## config.mk

```make
export PLATFORM = sky130hd
export DESIGN_NAME = uart_rx_monitor
export DESIGN_NICKNAME = d
export VERILOG_FILES = /design/src/rtl/uart_rx_monitor.sv
export SDC_FILE = /design/constraint.sdc
export NUM_CORES = 1
export LEC_CHECK = 0
export BUFFER_PORTS_ARGS = -buffer_cell sky130_fd_sc_hd__buf_4
export CORE_MARGIN = 2
export CORE_UTILIZATION = 30
export CTS_CLUSTER_DIAMETER = 120
export DETAILED_ROUTE_END_ITERATION = 10
export MAX_ROUTING_LAYER = met4
export SYNTH_ARGS = -nofsm -noshare
export SYNTH_HDL_FRONTEND = slang
export SYNTH_SLANG_ARGS = --single-unit
```

## constraint.sdc

```tcl
create_clock -name clk -period 2.19 [get_ports clk]
set_input_delay 0.219 -clock clk [delete_from_list [all_inputs] [get_ports clk]]
set_output_delay 0.219 -clock clk [all_outputs]
set_load 0.03 [all_outputs]
```

## src/rtl/uart_rx_monitor.sv

```systemverilog
// uart_rx_monitor: 8N1 UART receiver that watches a serial TX line, recovers
// bytes, counts good frames and flags framing errors. Simulation builds also
// echo each received character to the console.
module uart_rx_monitor #(
    parameter int unsigned CLK_HZ   = 100000000,
    parameter int unsigned BAUDRATE = 25000000
) (
    input  logic        clk,
    input  logic        resetn,
    input  logic        uart_rx,
    output logic [7:0]  rx_data,
    output logic        rx_valid,
    output logic        frame_error,
    output logic [15:0] rx_count
);

    localparam int unsigned DIV    = CLK_HZ / BAUDRATE;
    localparam int unsigned HALF   = DIV / 2;
    localparam int unsigned CNT_W  = (DIV > 2) ? $clog2(DIV) : 1;
    localparam int unsigned BIT_W  = 3;
    localparam int unsigned DATA_W = 8;
    localparam int unsigned CNT16_W = 16;

    // A divider below two leaves no mid-bit sample point.
    if (DIV < 2) begin : g_div_check
        $fatal(1, "uart_rx_monitor: CLK_HZ/BAUDRATE must be at least 2");
    end

    typedef enum logic [2:0] {
        ST_IDLE  = 3'd0,
        ST_START = 3'd1,
        ST_DATA  = 3'd2,
        ST_STOP  = 3'd3,
        ST_BREAK = 3'd4
    } state_e;

    state_e               state_q, state_d;
    logic                 rx_meta_q, rx_meta_d;
    logic                 rx_s_q, rx_s_d;
    logic [CNT_W-1:0]     cnt_q, cnt_d;
    logic [BIT_W-1:0]     bit_idx_q, bit_idx_d;
    logic [DATA_W-1:0]    shift_q, shift_d;
    logic [DATA_W-1:0]    rx_data_q, rx_data_d;
    logic                 rx_valid_q, rx_valid_d;
    logic                 frame_error_q, frame_error_d;
    logic [CNT16_W-1:0]   rx_count_q, rx_count_d;
    logic                 sample_c;

    // Bit-period counter reaching zero marks the mid-bit sample edge.
    assign sample_c = (cnt_q == '0);

    // State and datapath registers; synchronizer resets to the idle level.
    always_ff @(posedge clk or negedge resetn) begin
        if (!resetn) begin
            state_q       <= ST_IDLE;
            rx_meta_q     <= 1'b1;
            rx_s_q        <= 1'b1;
            cnt_q         <= '0;
            bit_idx_q     <= '0;
            shift_q       <= '0;
            rx_data_q     <= '0;
            rx_valid_q    <= 1'b0;
            frame_error_q <= 1'b0;
            rx_count_q    <= '0;
        end else begin
            state_q       <= state_d;
            rx_meta_q     <= rx_meta_d;
            rx_s_q        <= rx_s_d;
            cnt_q         <= cnt_d;
            bit_idx_q     <= bit_idx_d;
            shift_q       <= shift_d;
            rx_data_q     <= rx_data_d;
            rx_valid_q    <= rx_valid_d;
            frame_error_q <= frame_error_d;
            rx_count_q    <= rx_count_d;
        end
    end

    // Next-state logic; all decisions use the synchronized line only.
    always_comb begin
        state_d = state_q;
        unique case (state_q)
            ST_IDLE: begin
                if (!rx_s_q) state_d = ST_START;
            end
            ST_START: begin
                if (sample_c) state_d = rx_s_q ? ST_IDLE : ST_DATA;
            end
            ST_DATA: begin
                if (sample_c && (bit_idx_q == BIT_W'(7))) state_d = ST_STOP;
            end
            ST_STOP: begin
                if (sample_c) state_d = rx_s_q ? ST_IDLE : ST_BREAK;
            end
            ST_BREAK: begin
                if (rx_s_q) state_d = ST_IDLE;
            end
            default: state_d = ST_IDLE;
        endcase
    end

    // Datapath and output strobes for the current state.
    always_comb begin
        rx_meta_d     = uart_rx;
        rx_s_d        = rx_meta_q;
        cnt_d         = cnt_q;
        bit_idx_d     = bit_idx_q;
        shift_d       = shift_q;
        rx_data_d     = rx_data_q;
        rx_valid_d    = 1'b0;
        frame_error_d = 1'b0;
        rx_count_d    = rx_count_q;
        unique case (state_q)
            ST_IDLE: begin
                // Preload so the first sample lands mid start bit.
                cnt_d     = CNT_W'(HALF - 1);
                bit_idx_d = '0;
            end
            ST_START: begin
                cnt_d = sample_c ? CNT_W'(DIV - 1) : cnt_q - CNT_W'(1);
            end
            ST_DATA: begin
                if (sample_c) begin
                    shift_d   = {rx_s_q, shift_q[DATA_W-1:1]};
                    bit_idx_d = bit_idx_q + BIT_W'(1);
                    cnt_d     = CNT_W'(DIV - 1);
                end else begin
                    cnt_d = cnt_q - CNT_W'(1);
                end
            end
            ST_STOP: begin
                if (sample_c) begin
                    if (rx_s_q) begin
                        rx_data_d  = shift_q;
                        rx_valid_d = 1'b1;
                        rx_count_d = rx_count_q + CNT16_W'(1);
                    end else begin
                        frame_error_d = 1'b1;
                    end
                end else begin
                    cnt_d = cnt_q - CNT_W'(1);
                end
            end
            ST_BREAK: begin
                cnt_d = cnt_q;
            end
            default: begin
                cnt_d = '0;
            end
        endcase
    end

    assign rx_data     = rx_data_q;
    assign rx_valid    = rx_valid_q;
    assign frame_error = frame_error_q;
    assign rx_count    = rx_count_q;

`ifndef SYNTHESIS
    // Console echo of received characters and stop-bit warnings.
    always @(posedge clk) begin
        if (rx_valid_q) $write("%c", rx_data_q);
        if (frame_error_q) $display("uart_rx_monitor: warning, stop bit sampled low at %0t", $time);
    end
`endif

endmodule

```

==> impl_metrics.ini, run 1 <==
[route]
wl_per_cell_microns = 13.0
drt_wl_total_microns = 3610
first_pass_iters = 4
drtIter0Drc = 70
vias_per_cell = 4.61
drc = 0
via_count = 1285
ant_nets = 0

[timing]
rsz0062_at_grt = no
fmax_mhz = 565
final-setup-viol-count = 0
slew_viol_final = 0
timing.slew.headroom_pct = 63.0
period_needed_ns = 1.77
hold_violations = 0
max_slew.worst_pin.slew_ns = 0.555
finClkSkew_ns = 0.00933
min_period_over_period_pct = 80.8
setup_tns_ns = 0

[synthesis]
synthesis.nets = 175
avgSynthCellArea_sq_um = 11.3
synth_cells = 168
ys_seq_area_share_pct = 58.3
synth_cell_types = 32
yosysWarnings = 0
synth-seq-cells = 44
netlist_area_sq_mm = 0.00189

[worst_hold_path]
holdCritPathClass = in -> reg

[finish]
filler_cell_count = 614
drive_gt1_share_pct = 27.5
mostFrequentLayoutCell = dfrtp_1
design_area_sq_mm = 0.00233
final_cell_mix = dfrtp_1 (42), nand2_1 (38), buf_4 (34), xnor2_1 (9), mux2_2 (8)
finish.utilization_pct = 38.6
antenna_cells = 0
finish.net_count = 210
area_growth_pct = 22.9

[placement]
place_area_sq_mm = 0.00219
gp_congestion = 0.780
port_buffers = 28
hpwl_microns = 2490

[cts]
postCtsSetupBuffers = 0
cts_tree = built
cts_sinks = 44
clkSlewWorstSetupHoldPaths_ns = 0.08
postCtsHoldBufs = 1
htreeDepth = 2
post_cts_resize_count = 0
root_buffer = clkbuf_8
numCtsBuffers = 5
clockBufferDepth = 2
clk_latency_ns = 0.31

[floorplan]
die_area_sq_mm = 0.00696
die_x_microns = 83.4
die_h_microns = 83.4
start_util_pct = 31.4
rows = 28
coreArea_sq_mm = 0.00603
io-pin-count = 29

[pwr]
leakage_nw = 1.22
ir_worst_vdd_mv = 0.660
power.density_mw_per_mm2 = 1050

[global_routing]
grt_max_degree = 45
grt_pass1_wl_microns = 6220
first_global_vias = 1293
antenna_found_initial = 0
grtUsageTotal_pct = 11.6
overflow = 0

[status]
status = finished, final reports clean

[critical_path]
end_kind = flop
worstPathRequired_ns = 2.38
crit_arrival_ns = 1.96
crit_fanout = 10
crit_type = reg -> reg
startpoint_type = flop

[job]
cap_violations = 0
==> synth_stat cells <==
cell       n  area (sq um)
a211oi_1   1          7.51
a21oi_1    5          25.0
a22o_1     2          17.5
a311oi_1   1          8.76
a31oi_1    1          6.26
and3_1     1          6.26
buf_2      2          10.0
buf_4      1          7.51
buf_6      2          22.5
clkbuf_1   2          7.51
dfrtp_1   42          1050
dfstp_2    2          52.6
ha_1       4          50.1
inv_1      6          22.5
mux2_2     8          90.1
mux2i_1    1          10.0
nand2_1   38           143
nand2b_1   1          6.26
nand3_1    4          20.0
nand4_1    4          25.0
nand4b_4   1          23.8
nor2_1     7          26.3
nor3_1     3          15.0
nor3_2     1          10.0
nor4_1     4          25.0
nor4_2     1          12.5
nor4_4     1          21.3
o21ai_0    4          20.0
o22ai_1    2          12.5
or2_1      1          6.26
xnor2_1    9          78.8
xor2_1     6          52.6
==> registers in the layout, indices dropped and copies added (netlist names) <==
name	cells
bit_idx_q	3
cnt_q	2
frame_error	1
rx_count	16
rx_data	8
rx_meta_q	1
rx_s_q	1
rx_valid	1
shift_q	8
state_q	3
==> per-stage QoR <==
stage                     worst slack, ns  std cells  power, mW  hold slack, ns
after CTS                           0.396        279       2.47         0.00496
final                               0.420        279       2.44          0.0201
after global routing                0.231        279       2.60       0.0000349
after global placement              0.473        270       1.78           0.249
after detailed placement            0.409        270       1.80           0.256
after floorplan                     0.453        168       1.59         -0.0766
==> cell type report <==
type | count | area (sq um) | area share, %
clock inverters | 2 | 38.8 | 1.67
clock buffers | 6 | 82.6 | 3.55
repair buffers | 35 | 265 | 11.4
inverters | 6 | 22.5 | 0.968
multi-input cells | 111 | 719 | 30.9
flip-flops and latches | 44 | 1100 | 47.4
well taps | 75 | 93.8 | 4.03
==> critical path, cell delays in order (launching register included) <==
cell,delay (ns)
dfrtp_1,0.42
inv_1,0.07
ha_1,0.21
buf_4,0.17
nand2_1,0.10
nor3_2,0.14
buf_4,0.21
mux2_2,0.35
==> path summary, 6_finish.rpt <==
| kind | start | endpoint | slack, ns | depth (start not counted) |
|---|---|---|---|---|
| worst max register to register | cnt_q[0] | shift_q[6] | 0.42 | 7 |
| worst min register to register | rx_meta_q | rx_s_q | 0.36 | 0 |
| worst max-delay path | cnt_q[0] | shift_q[6] | 0.42 | 7 |
| worst min-delay path | uart_rx | rx_meta_q | 0.02 | 1 |
| max in group asynchronous | resetn | rx_count[5] | 1.37 | 2 |
| min in group asynchronous | resetn | rx_data[4] | 0.45 | 2 |
==> power by group <==
group          internal [mW]  total (mW)  switching (mW)
clock network          0.373       0.665           0.292
logic                  0.287       0.682           0.394
registers              0.959        1.10           0.139
total                   1.62        2.44           0.825
==> per-layer routing <==
| layer | GRT usage, % | vias up | share of wire, % | wire length, microns |
|---|---|---|---|---|
| met5 | - | - | 0 | 0 |
| met4 | 4.40 | 0 | 2.0 | 74 |
| met3 | 4.17 | 7 | 5.9 | 212 |
| met2 | 17.8 | 29 | 46 | 1670 |
| met1 | 14.1 | 617 | 46 | 1660 |
| li1 | - | 632 | - | - |
==> kinds of logic after synthesis <==
family | synth area share (%)
simple gates | 18.0
flops | 58.3
compound gates | 5.16
xor+xnor | 6.94
buf+inv | 3.70
mux | 5.29
fa+ha+maj | 2.64
(Power assumes the default switching activity.)
==> run 2, diff against run 1 <==
==> constraint.sdc (replaced) <==
create_clock -name clk -period 1.52 [get_ports clk]
set_input_delay 0.152 -clock clk [delete_from_list [all_inputs] [get_ports clk]]
set_output_delay 0.152 -clock clk [all_outputs]
set_load 0.03 [all_outputs]
==> run 2 against run 1 <==
  * The flow now finishes with violations (setup timing)
  * Critical path depth unchanged
  * Die area unchanged
  * First-iteration DRC count down 39%
  * Count of clock-buffer cells in the layout down 1
  * Clock skew down 0.0017 ns
  * Hold slack better by 0.34 ns
==> impl_metrics.ini, run 2 (synthesis gave the netlist of run 1 again) <==
[status]
status = complete, but fails checks
violations = setup timing

[finish]
largest_reg_flops = 16
design_area_sq_mm = 0.00276
finish.utilization_pct = 45.8
final_cell_mix = buf_4 (54), dfrtp_1 (41), nand2_1 (32), mux2_4 (8), xnor2_1 (8)
area_growth_pct = 45.9
antenna_cells = 0
mostFrequentLayoutCell = buf_4
drive_gt1_share_pct = 45.1
finish.net_count = 239

[critical_path]
crit_slowest_cell = dfrtp_1
cp_cell_sequence = inv_2 -> ha_4 -> buf_12 -> nand2_4 -> nor3_4 -> buf_12 -> mux2_4
rrSetupSlack_ns = -0.07
crit_arrival_ns = 1.78
worstPathRequired_ns = 1.71
r2r_end = shift_q[0]
reg2reg_depth = 7
cpMostUsedCell = buf_12
crit_fanout = 8
startpoint_type = flop
max_stage_delay_ns = 0.40
crit_type = reg -> reg
end_kind = flop
r2r_start = cnt_q[1]

[route]
drtIter0Drc = 43
ant_nets = 0
drt_wl_total_microns = 3980
via_count = 1433
drc = 0
vias_per_cell = 4.65
wl_per_cell_microns = 12.9
first_pass_iters = 4

[worst_hold_path]
holdCritPathClass = reg -> reg
min_from = rx_meta_q
holdPathStages = 0
worstHoldEndpoint = rx_s_q

[pwr]
leakage_nw = 1.46
power_mw = 3.96
power.density_mw_per_mm2 = 1430
ir_worst_vdd_mv = 0.501

[timing]
min_period_over_period_pct = 105
fmax_mhz = 628
max_slew.worst_pin.slew_ns = 0.556
finalWorstSetupSlack_ns = -0.0717
final-setup-viol-count = 25
rsz0062_at_grt = yes
period_needed_ns = 1.59
setup_tns_ns = -0.947
finClkSkew_ns = 0.00767
hold_violations = 0
timing.slew.headroom_pct = 63.0
slew_viol_final = 0

[floorplan]
coreArea_sq_mm = 0.00603
die_h_microns = 83.4
rows = 28
start_util_pct = 31.4
die_area_sq_mm = 0.00696
io-pin-count = 29
die_x_microns = 83.4

[job]
cap_violations = 0

[global_routing]
grtUsageTotal_pct = 11.8
first_global_vias = 1447
grt_max_degree = 45
grt_pass1_wl_microns = 6560
overflow = 0
antenna_found_initial = 0

[cts]
root_buffer = clkbuf_8
cts_tree = built
htreeDepth = 2
clk_latency_ns = 0.30
numCtsBuffers = 5
clkSlewWorstSetupHoldPaths_ns = 0.09
clockBufferDepth = 2
cts_sinks = 44

[placement]
gp_congestion = 0.837
port_buffers = 28
place_area_sq_mm = 0.00237
hpwl_microns = 2560
dp_slack_ns = -0.122
==> run 2: cell types whose count changed in the layout (fill, tap and decap cells not counted), sizes merged <==
cell | previous run | this run
buf | 34 | 61
clkinv | 1 | 0
clkinvlp | 0 | 1
dlygate4sd3 | 1 | 2
inv | 6 | 7
==> run 2: repair_timing <==
item | CTS | global route
resized for setup | 6 | 29
pin swaps | 7 | 25
endpoints found under the hold margin | 43 | 0
gates cloned | 0 | 2
hold buffers | 2 | 0
setup endpoints to repair | 32 | 30
buffers inserted | 2 | 8
==> run 2: where the power goes <==
| part | internal (mW) | switching (mW) | leakage, nW | total (mW) |
|---|---|---|---|---|
| logic | 0.741 | 0.736 | 0.819 | 1.48 |
| registers | 1.38 | 0.189 | 0.590 | 1.57 |
| clock network | 0.495 | 0.417 | 0.0548 | 0.912 |
==> run 2: how the worst max path moves through the flow <==
stage             start      endpoint  slack (ns)  cells after the start
2_1_floorplan  cnt_q[0]   rx_count[4]       -0.17                      9
3_3_place_gp     rx_s_q  rx_count[15]       -0.09                      5
3_5_place_dp   cnt_q[0]   rx_count[9]       -0.12                      7
4_1_cts        cnt_q[0]  rx_count[15]       -0.07                      7
5_1_grt        cnt_q[1]   rx_count[7]       -0.15                      6
6_report       cnt_q[1]    shift_q[0]       -0.07                      7
==> run 2: worst max-delay path, delay by kind of cell (launching register included) <==
family        cells  cell delay (ns)
fa+ha+maj         1             0.17
buf+inv           3             0.35
flops             1             0.40
mux               1             0.30
simple gates      2             0.27
==> run 2: metal layers <==
| layer | global-route usage [%] | wire, microns |
|---|---|---|
| met1 | 14.4 | 1860 |
| met2 | 18.9 | 1900 |
| met3 | 2.88 | 142 |
| met4 | 4.84 | 76 |
| met5 | - | 0 |
==> run 2: per-stage QoR <==
step | hold WS, ns | std cells
final | 0.360 | 308
after global routing | 0.364 | 308
after CTS | 0.362 | 298
after detailed placement | 0.188 | 286
after global placement | 0.183 | 286
after floorplan | -0.144 | 168
==> run 2: area by class of cell <==
class | instances | area, sq um
clock buffer | 5 | 68.8
clock inverter | 3 | 46.3
fill | 558 | 3260
inverter | 6 | 25.0
multi-input combinational | 111 | 873
sequential | 44 | 1100
tap | 75 | 93.8
timing repair buffer | 64 | 551
